--- config.mk ---
export PLATFORM = sky130hd
export DESIGN_NAME = csr_access_unit
export DESIGN_NICKNAME = d
export VERILOG_FILES = /design/src/rtl/csr_access_unit_pkg.sv /design/src/rtl/csr_access_unit_wdata_gen.sv /design/src/rtl/csr_access_unit.sv
export SDC_FILE = /design/constraint.sdc
export NUM_CORES = 1
export LEC_CHECK = 0
export CAP_MARGIN = 40
export CELL_PAD_IN_SITES_DETAIL_PLACEMENT = 1
export CELL_PAD_IN_SITES_GLOBAL_PLACEMENT = 2
export CORE_MARGIN = 2
export CORE_UTILIZATION = 30
export DETAILED_ROUTE_END_ITERATION = 8
export GPL_TIMING_DRIVEN = 0
export PLACE_DENSITY = 0.73
export SYNTH_ARGS = -nofsm -noshare
export SYNTH_HDL_FRONTEND = slang
export SYNTH_HIERARCHICAL = 1
export SYNTH_SLANG_ARGS = --single-unit
--- constraint.sdc ---
create_clock -name CLK -period 1.6 [get_ports CLK]
set_input_delay 0.48 -clock CLK [delete_from_list [all_inputs] [get_ports CLK]]
set_output_delay 0.48 -clock CLK [all_outputs]
set_load 0.02 [all_outputs]
--- src/rtl/csr_access_unit_pkg.sv ---
// -----------------------------------------------------------------------------
// csr_access_unit_pkg
// Shared definitions for the Zicsr access sequencer:
//   - MXLEN_DEFAULT : default CSR/data width
//   - F3_*          : Zicsr funct3 encodings
//   - state_t       : sequencer FSM state encoding
//   - funct3_is_bad : true for the two funct3 values that are not Zicsr ops
//
// Handshake rule used by the unit on both req_* and resp_*: a transfer happens
// on the rising CLK edge where valid && ready are both 1; the sender holds its
// payload stable while valid is 1 and ready is 0.
// -----------------------------------------------------------------------------
package csr_access_unit_pkg;

    localparam int MXLEN_DEFAULT = 32;

    localparam logic [2:0] F3_CSRRW  = 3'b001;
    localparam logic [2:0] F3_CSRRS  = 3'b010;
    localparam logic [2:0] F3_CSRRC  = 3'b011;
    localparam logic [2:0] F3_CSRRWI = 3'b101;
    localparam logic [2:0] F3_CSRRSI = 3'b110;
    localparam logic [2:0] F3_CSRRCI = 3'b111;

    typedef enum logic [1:0] {
        ST_IDLE  = 2'd0,
        ST_READ  = 2'd1,
        ST_WRITE = 2'd2,
        ST_RESP  = 2'd3
    } state_t;

    // funct3 000 and 100 fall in the Zicsr opcode space but are not CSR ops.
    function automatic logic funct3_is_bad(input logic [2:0] funct3);
        return (funct3[1:0] == 2'b00);
    endfunction

endpackage

--- src/rtl/csr_access_unit_wdata_gen.sv ---
// -----------------------------------------------------------------------------
// csr_wdata_gen
// Purely combinational write-value generator for one Zicsr access.
// Ports:
//   funct3       in   3      instruction funct3
//   rs1          in   5      rs1 index, or zimm for the immediate forms
//   rs1_data     in   MXLEN  rs1 register value
//   old          in   MXLEN  current CSR value
//   addr         in   12     CSR address (for the read-only check)
//   wdata        out  MXLEN  new CSR value
//   do_write     out  1      the instruction writes the CSR
//   ro_violation out  1      a write is attempted on a read-only CSR
// -----------------------------------------------------------------------------
module csr_wdata_gen
    import csr_access_unit_pkg::*;
#(
    parameter int MXLEN = MXLEN_DEFAULT
) (
    input  logic [2:0]       funct3,
    input  logic [4:0]       rs1,
    input  logic [MXLEN-1:0] rs1_data,
    input  logic [MXLEN-1:0] old,
    input  logic [11:0]      addr,
    output logic [MXLEN-1:0] wdata,
    output logic             do_write,
    output logic             ro_violation
);

    logic [MXLEN-1:0] w_src;

    // Immediate forms take the 5-bit field itself, zero-extended.
    assign w_src = funct3[2] ? {{(MXLEN-5){1'b0}}, rs1} : rs1_data;

    always_comb begin
        wdata    = '0;
        do_write = 1'b0;
        case (funct3[1:0])
            2'b01: begin
                wdata    = w_src;
                do_write = 1'b1;
            end
            2'b10: begin
                wdata    = old | w_src;
                do_write = (rs1 != 5'd0);
            end
            2'b11: begin
                wdata    = old & ~w_src;
                do_write = (rs1 != 5'd0);
            end
            default: begin
                wdata    = '0;
                do_write = 1'b0;
            end
        endcase
    end

    // addr[11:10] == 2'b11 marks the read-only CSR space.
    assign ro_violation = do_write && (addr[11:10] == 2'b11);

endmodule

--- src/rtl/csr_access_unit.sv ---
// -----------------------------------------------------------------------------
// csr_access_unit
// Executes one Zicsr instruction at a time against the machine-mode CSR file:
// read (combinational port), compute, optional single-cycle write, respond
// with the old value. Fixed 3-cycle latency from acceptance to response.
// Ports:
//   CLK, reset_n                 clock, asynchronous active-low reset
//   req_valid/req_ready          request handshake (ready only in IDLE)
//   req_addr/funct3/rs1/rs1_data request payload, sampled on acceptance
//   csr_addr                     CSR address, held from the latched request
//   csr_rdata, csr_rd_err        combinational read data / nonexistent CSR
//   csr_wr_en, csr_wdata         one-cycle write strobe and data
//   resp_valid/resp_ready        response handshake
//   resp_data, resp_illegal      old CSR value (0 if illegal), exception flag
// -----------------------------------------------------------------------------
module csr_access_unit
    import csr_access_unit_pkg::*;
#(
    parameter int MXLEN = MXLEN_DEFAULT
) (
    input  logic             CLK,
    input  logic             reset_n,
    input  logic             req_valid,
    output logic             req_ready,
    input  logic [11:0]      req_addr,
    input  logic [2:0]       req_funct3,
    input  logic [4:0]       req_rs1,
    input  logic [MXLEN-1:0] req_rs1_data,
    output logic [11:0]      csr_addr,
    input  logic [MXLEN-1:0] csr_rdata,
    input  logic             csr_rd_err,
    output logic             csr_wr_en,
    output logic [MXLEN-1:0] csr_wdata,
    output logic             resp_valid,
    input  logic             resp_ready,
    output logic [MXLEN-1:0] resp_data,
    output logic             resp_illegal
);

    state_t           r_state;
    state_t           w_next_state;

    logic [11:0]      r_addr;
    logic [2:0]       r_funct3;
    logic [4:0]       r_rs1;
    logic [MXLEN-1:0] r_rs1_data;
    logic [MXLEN-1:0] r_old;
    logic             r_illegal;
    logic [MXLEN-1:0] r_wdata;
    logic [MXLEN-1:0] r_resp_data;
    logic             r_resp_illegal;

    logic [MXLEN-1:0] w_wdata;
    logic             w_do_write;
    logic             w_ro_violation;

    // In READ the generator sees the live CSR value; do_write depends only on
    // the latched funct3/rs1, so the same output is still valid in WRITE.
    csr_wdata_gen #(
        .MXLEN        (MXLEN)
    ) u_wdata_gen (
        .funct3       (r_funct3),
        .rs1          (r_rs1),
        .rs1_data     (r_rs1_data),
        .old          (csr_rdata),
        .addr         (r_addr),
        .wdata        (w_wdata),
        .do_write     (w_do_write),
        .ro_violation (w_ro_violation)
    );

    // ---------------------------------------------------------------- state
    always_ff @(posedge CLK or negedge reset_n) begin
        if (!reset_n) begin
            r_state <= ST_IDLE;
        end else begin
            r_state <= w_next_state;
        end
    end

    // ----------------------------------------------------------- next state
    always_comb begin
        w_next_state = r_state;
        case (r_state)
            ST_IDLE:  if (req_valid) w_next_state = ST_READ;
            ST_READ:  w_next_state = ST_WRITE;
            ST_WRITE: w_next_state = ST_RESP;
            ST_RESP:  if (resp_ready) w_next_state = ST_IDLE;
            default:  w_next_state = ST_IDLE;
        endcase
    end

    // -------------------------------------------------------------- outputs
    // Decoded straight from r_state so an asynchronous reset drops the write
    // strobe and the response immediately.
    always_comb begin
        req_ready  = 1'b0;
        csr_wr_en  = 1'b0;
        resp_valid = 1'b0;
        case (r_state)
            ST_IDLE:  req_ready  = 1'b1;
            ST_WRITE: csr_wr_en  = w_do_write && !r_illegal;
            ST_RESP:  resp_valid = 1'b1;
            default:  ;
        endcase
    end

    // ------------------------------------------------------------ datapath
    always_ff @(posedge CLK or negedge reset_n) begin
        if (!reset_n) begin
            r_addr         <= '0;
            r_funct3       <= '0;
            r_rs1          <= '0;
            r_rs1_data     <= '0;
            r_old          <= '0;
            r_illegal      <= 1'b0;
            r_wdata        <= '0;
            r_resp_data    <= '0;
            r_resp_illegal <= 1'b0;
        end else begin
            case (r_state)
                ST_IDLE: begin
                    if (req_valid) begin
                        r_addr     <= req_addr;
                        r_funct3   <= req_funct3;
                        r_rs1      <= req_rs1;
                        r_rs1_data <= req_rs1_data;
                    end
                end
                ST_READ: begin
                    r_old     <= csr_rdata;
                    r_wdata   <= w_wdata;
                    r_illegal <= funct3_is_bad(r_funct3) || csr_rd_err
                                 || w_ro_violation;
                end
                ST_WRITE: begin
                    r_resp_data    <= r_illegal ? '0 : r_old;
                    r_resp_illegal <= r_illegal;
                end
                default: ;
            endcase
        end
    end

    assign csr_addr     = r_addr;
    assign csr_wdata    = r_wdata;
    assign resp_data    = r_resp_data;
    assign resp_illegal = r_resp_illegal;

endmodule

==> Implementation_results.wiki <==
{| class="wikitable"
! Metric !! Value
|-
| Global-route wire length before repair || 31900 um
|-
| Routed vias/inst || 4.52
|-
| Number of standard cells after synthesis || 515
|-
| Vias in the first global route || 5482
|-
| Portion of synthesized cell area occupied by the leading cell type || 56.0%
|-
| # port buffers || 168
|-
| Final Cell Area || 10100 um^2
|-
| Status || complete, but fails checks
|-
| Register bit total from synthesis || 152
|-
| Net count reported at finish || 823
|-
| Number of search-and-repair iterations in the first detailed-routing pass || 4
|-
| Type of the tightest min-delay check || input pin to asynchronous set/reset pin
|-
| Critical Path Sink Type || output port
|-
| Number of DRC violations after detailed-routing iteration 0 || 150
|-
| Floorplan die area || 23800 um^2
|-
| Total half-perimeter wirelength after legalization and detailed placement || 13600 um
|-
| Overall via count from detail_route || 4638
|-
| Reported leakage power || 4.70 nW
|-
| Setup slack, reg-to-reg || -120 ps
|-
| Maximum count of clock buffers along a single path || 2
|-
| Register-to-Register Path Depth || 8
|-
| Diodes inserted || 0
|-
| Initial core utilization || 30.3%
|-
| Unrepaired setup endpoints after global routing || yes
|-
| Routed wire per std cell || 20.1 um
|-
| Peak fanout along the critical path || 3
|-
| Num Clock Sinks || 152
|-
| Placement-stage worst setup slack || -845 ps
|-
| Total power || 22.6 mW
|-
| Number of library cell types mapped by synthesis || 26
|-
| Proportion of register bits with asynchronous set or reset after synthesis || 100%
|-
| Data required time of the worst path || 1120 ps
|-
| Hold-fix buffers at CTS || 0
|-
| Placed Cells incl. Taps || 969
|-
| Number of standard cells in the final layout excluding fillers || 1027
|-
| Crit Reg-Reg Startpoint || r_funct3[1]$_DFFE_PN0P_
|-
| IO Pins || 169
|-
| Area growth syn-to-layout || 48.2%
|-
| Violations in the final reports || negative setup slack
|-
| Post-route clock skew || 14.2 ps
|-
| Slew headroom || 45.4%
|-
| Switch share || 34.6%
|-
| Count of final hold-check violations || 0
|-
| Combinational power share || 50.7%
|-
| Clk Tree Root Cell || sky130_fd_sc_hd__clkbuf_16
|-
| Number of enable flip-flop cells after synthesis || 0
|-
| Largest net degree at the start of global routing || 83
|-
| Synthesized Nets || 608
|-
| Power dissipated by switching net loads || 7.82 mW
|-
| Remaining Overflow, GRT || 0
|-
| Top cells by area, synth || sky130_fd_sc_hd__dfrtp_1 56%, sky130_fd_sc_hd__mux2_2 11%, sky130_fd_sc_hd__mux2_4 11%, sky130_fd_sc_hd__mux2i_1 5.5%, sky130_fd_sc_hd__nand2_1 3.6%
|-
| List of most frequent post-synthesis cells || 152 x sky130_fd_sc_hd__dfrtp_1, 68 x sky130_fd_sc_hd__mux2_2, 65 x sky130_fd_sc_hd__nand2_1
|-
| Worst setup path category || flip-flop to output port
|-
| Number of remaining DRC errors || 0
|-
| Placed Area || 8870 um^2
|-
| Crit path setup slack, layout || -461 ps
|-
| Proportion of power drawn by the clock network || 19.5%
|-
| Antenna-violating nets left || 0
|-
| Die Y-Extent || 154 um
|-
| End-of-flow core utilization || 44.9%
|-
| Capture point of the worst path || csr_wr_en
|-
| Cell area power density || 2250 nW/um^2
|-
| Clock latency reported for the late side of the worst-skew pair || 430 ps
|-
| TritonCTS clock tree || done
|-
| Sequential power share || 29.8%
|-
| Seq/Total Area, Yosys || 56.0%
|-
| FMAX || 485 MHz
|-
| RR Endpoint || csr_wdata[24]$_DFFE_PN0N_
|-
| Antenna violations before repair || 0
|-
| Die span in x || 154 um
|-
| Area leader, netlist || sky130_fd_sc_hd__dfrtp_1
|-
| Total clock buffers created by CTS || 17
|-
| Hold WS || 102 ps
|-
| Synthesized area per cell || 13.2 um^2
|-
| Final worst-path cycle share || 129%
|-
| Global placement routability congestion || 0.768
|-
| Internal power summed over all cells || 14.8 mW
|-
| Clk pin slew, worst setup/hold paths || 70 ps
|-
| Slew of the pin with the lowest slew margin || 819 ps
|-
| Final critical path time including I/O delays and setup || 2060 ps
|-
| Netlist Area Pre-Place || 6790 um^2
|-
| Final total negative setup slack || -2260 ps
|-
| Arrival @ worst endpoint || 1580 ps
|-
| Number of standard-cell rows in the floorplan || 55
|-
| Total Wirelength || 20700 um
|-
| Top FF cell, synth || sky130_fd_sc_hd__dfrtp_1
|-
| Startpoint types || flip-flop
|-
| CTS H-tree depth || 4
|-
| Layout cell share with drive strength beyond 1 || 40.8%
|-
| Worst vdd rail ir drop || 0.813 mV
|-
| Yosys warning count || 6
|-
| Total core area || 22400 um^2
|-
| Most frequently used cell type in the post-synthesis netlist || sky130_fd_sc_hd__dfrtp_1
|-
| Global-route usage over all layers || 17.6%
|-
| Max-slew violations || 0
|-
| Final setup viols || 32
|-
| Max-capacitance violation count || 0
|-
| Crit path from || r_state[1]$_DFFE_PN0P_
|}
power groups by stage:
| stage | Combinational (mW) | Sequential [mW] | Clock [mW] |
|---|---|---|---|
| 2_1_floorplan | 5.19 | 7.40 | 0 |
| 3_3_place_gp | 9.20 | 6.68 | 0 |
| 3_5_place_dp | 9.40 | 6.78 | 0 |
| 4_1_cts | 11.1 | 6.74 | 4.52 |
| 6_report | 11.5 | 6.74 | 4.41 |
| 5_1_grt | 12.3 | 6.98 | 4.69 |
critical path: stages, from the launching register on:
cell                      delay [ps]
sky130_fd_sc_hd__dfrtp_1         410
sky130_fd_sc_hd__ha_2            180
sky130_fd_sc_hd__buf_6           120
sky130_fd_sc_hd__and2b_4         160
sky130_fd_sc_hd__and2_4          150
sky130_fd_sc_hd__buf_6           120
metal layers:
metal / GRT usage (%) / wire (um) / up-vias
met5: 0 / 0 / -
met4: 4.32 / 169 / 0
met3: 4.37 / 709 / 10
met2: 30.1 / 10400 / 100
met1: 22.4 / 9440 / 2375
li1: - / - / 2153
what timing repair did:
action                                  CTS  global route
hold endpoints to repair                  0             0
endpoints found under the setup margin  202           109
resized for setup                       276            71
buffers inserted                         19             5
gates cloned                              3             5
pin swaps                                 3             5
layout make-up:
cell class | instances | area [um^2]
clock buffer | 20 | 467
inverter | 35 | 131
timing repair buffer | 197 | 2020
clock inverter | 11 | 171
fill | 2364 | 12400
sequential | 152 | 3800
multi-input combinational | 299 | 2810
tap | 285 | 357
buffer | 28 | 312
logic make-up after synthesis:
| kind of cell | Yosys count | synth area share [%] |
|---|---|---|
| xor gates and xnor gates | 1 | 0.406 |
| adders and majority gates | 4 | 0.737 |
| muxes | 155 | 27.8 |
| DFF | 152 | 56.0 |
| buffers and inverters | 64 | 5.22 |
| and+or+nand+nor | 102 | 6.97 |
| AOI/OAI and AO/OA | 37 | 2.86 |
cells in the final DEF, fill, tap and decap left out, types with 2 or more instances in the layout:
master                              n
sky130_fd_sc_hd__dfrtp_1          151
sky130_fd_sc_hd__buf_16             3
sky130_fd_sc_hd__o21ai_0           25
sky130_fd_sc_hd__clkbuf_16         22
sky130_fd_sc_hd__nor2_1             3
sky130_fd_sc_hd__clkdlybuf4s15_2   42
sky130_fd_sc_hd__inv_1             34
sky130_fd_sc_hd__buf_6             14
sky130_fd_sc_hd__mux2i_1           32
sky130_fd_sc_hd__buf_4             15
sky130_fd_sc_hd__a21oi_1            3
sky130_fd_sc_hd__clkbuf_8           3
sky130_fd_sc_hd__clkinvlp_4         2
sky130_fd_sc_hd__mux2_4            75
sky130_fd_sc_hd__clkdlybuf4s50_1   87
sky130_fd_sc_hd__buf_8              2
sky130_fd_sc_hd__bufinv_16          4
sky130_fd_sc_hd__clkinv_2           2
sky130_fd_sc_hd__nand2_1           65
sky130_fd_sc_hd__clkbuf_4           2
sky130_fd_sc_hd__nand2b_1          27
sky130_fd_sc_hd__ha_4               2
sky130_fd_sc_hd__o21ai_1            6
sky130_fd_sc_hd__mux2_2            43
sky130_fd_sc_hd__mux2i_2            4
sky130_fd_sc_hd__clkbuf_2          31
sky130_fd_sc_hd__ha_2               2
sky130_fd_sc_hd__clkinv_4           3
sky130_fd_sc_hd__buf_2             11
sky130_fd_sc_hd__buf_12            12
flip-flops by register name, indices dropped and copies added (netlist names):
signal / cells
csr_addr: 12
resp_data: 32
r_rs1_data: 32
r_state: 2
r_funct3: 3
r_rs1: 5
resp_illegal: 1
r_illegal: 1
r_old: 32
csr_wdata: 32
worst min-delay path by stage:
stage	cells after the start	startpoint	to
5_1_grt	1	reset_n	csr_addr[3]$_DFFE_PN0P_
6_report	1	reset_n	csr_addr[3]$_DFFE_PN0P_
4_1_cts	1	reset_n	csr_addr[8]$_DFFE_PN0P_
2_1_floorplan	0	reset_n	csr_addr[0]$_DFFE_PN0P_
3_3_place_gp	2	r_old[31]$_DFFE_PN0N_	resp_data[31]$_DFFE_PN0P_
3_5_place_dp	2	r_old[31]$_DFFE_PN0N_	resp_data[31]$_DFFE_PN0P_
Power figures use the tool's default switching activity.
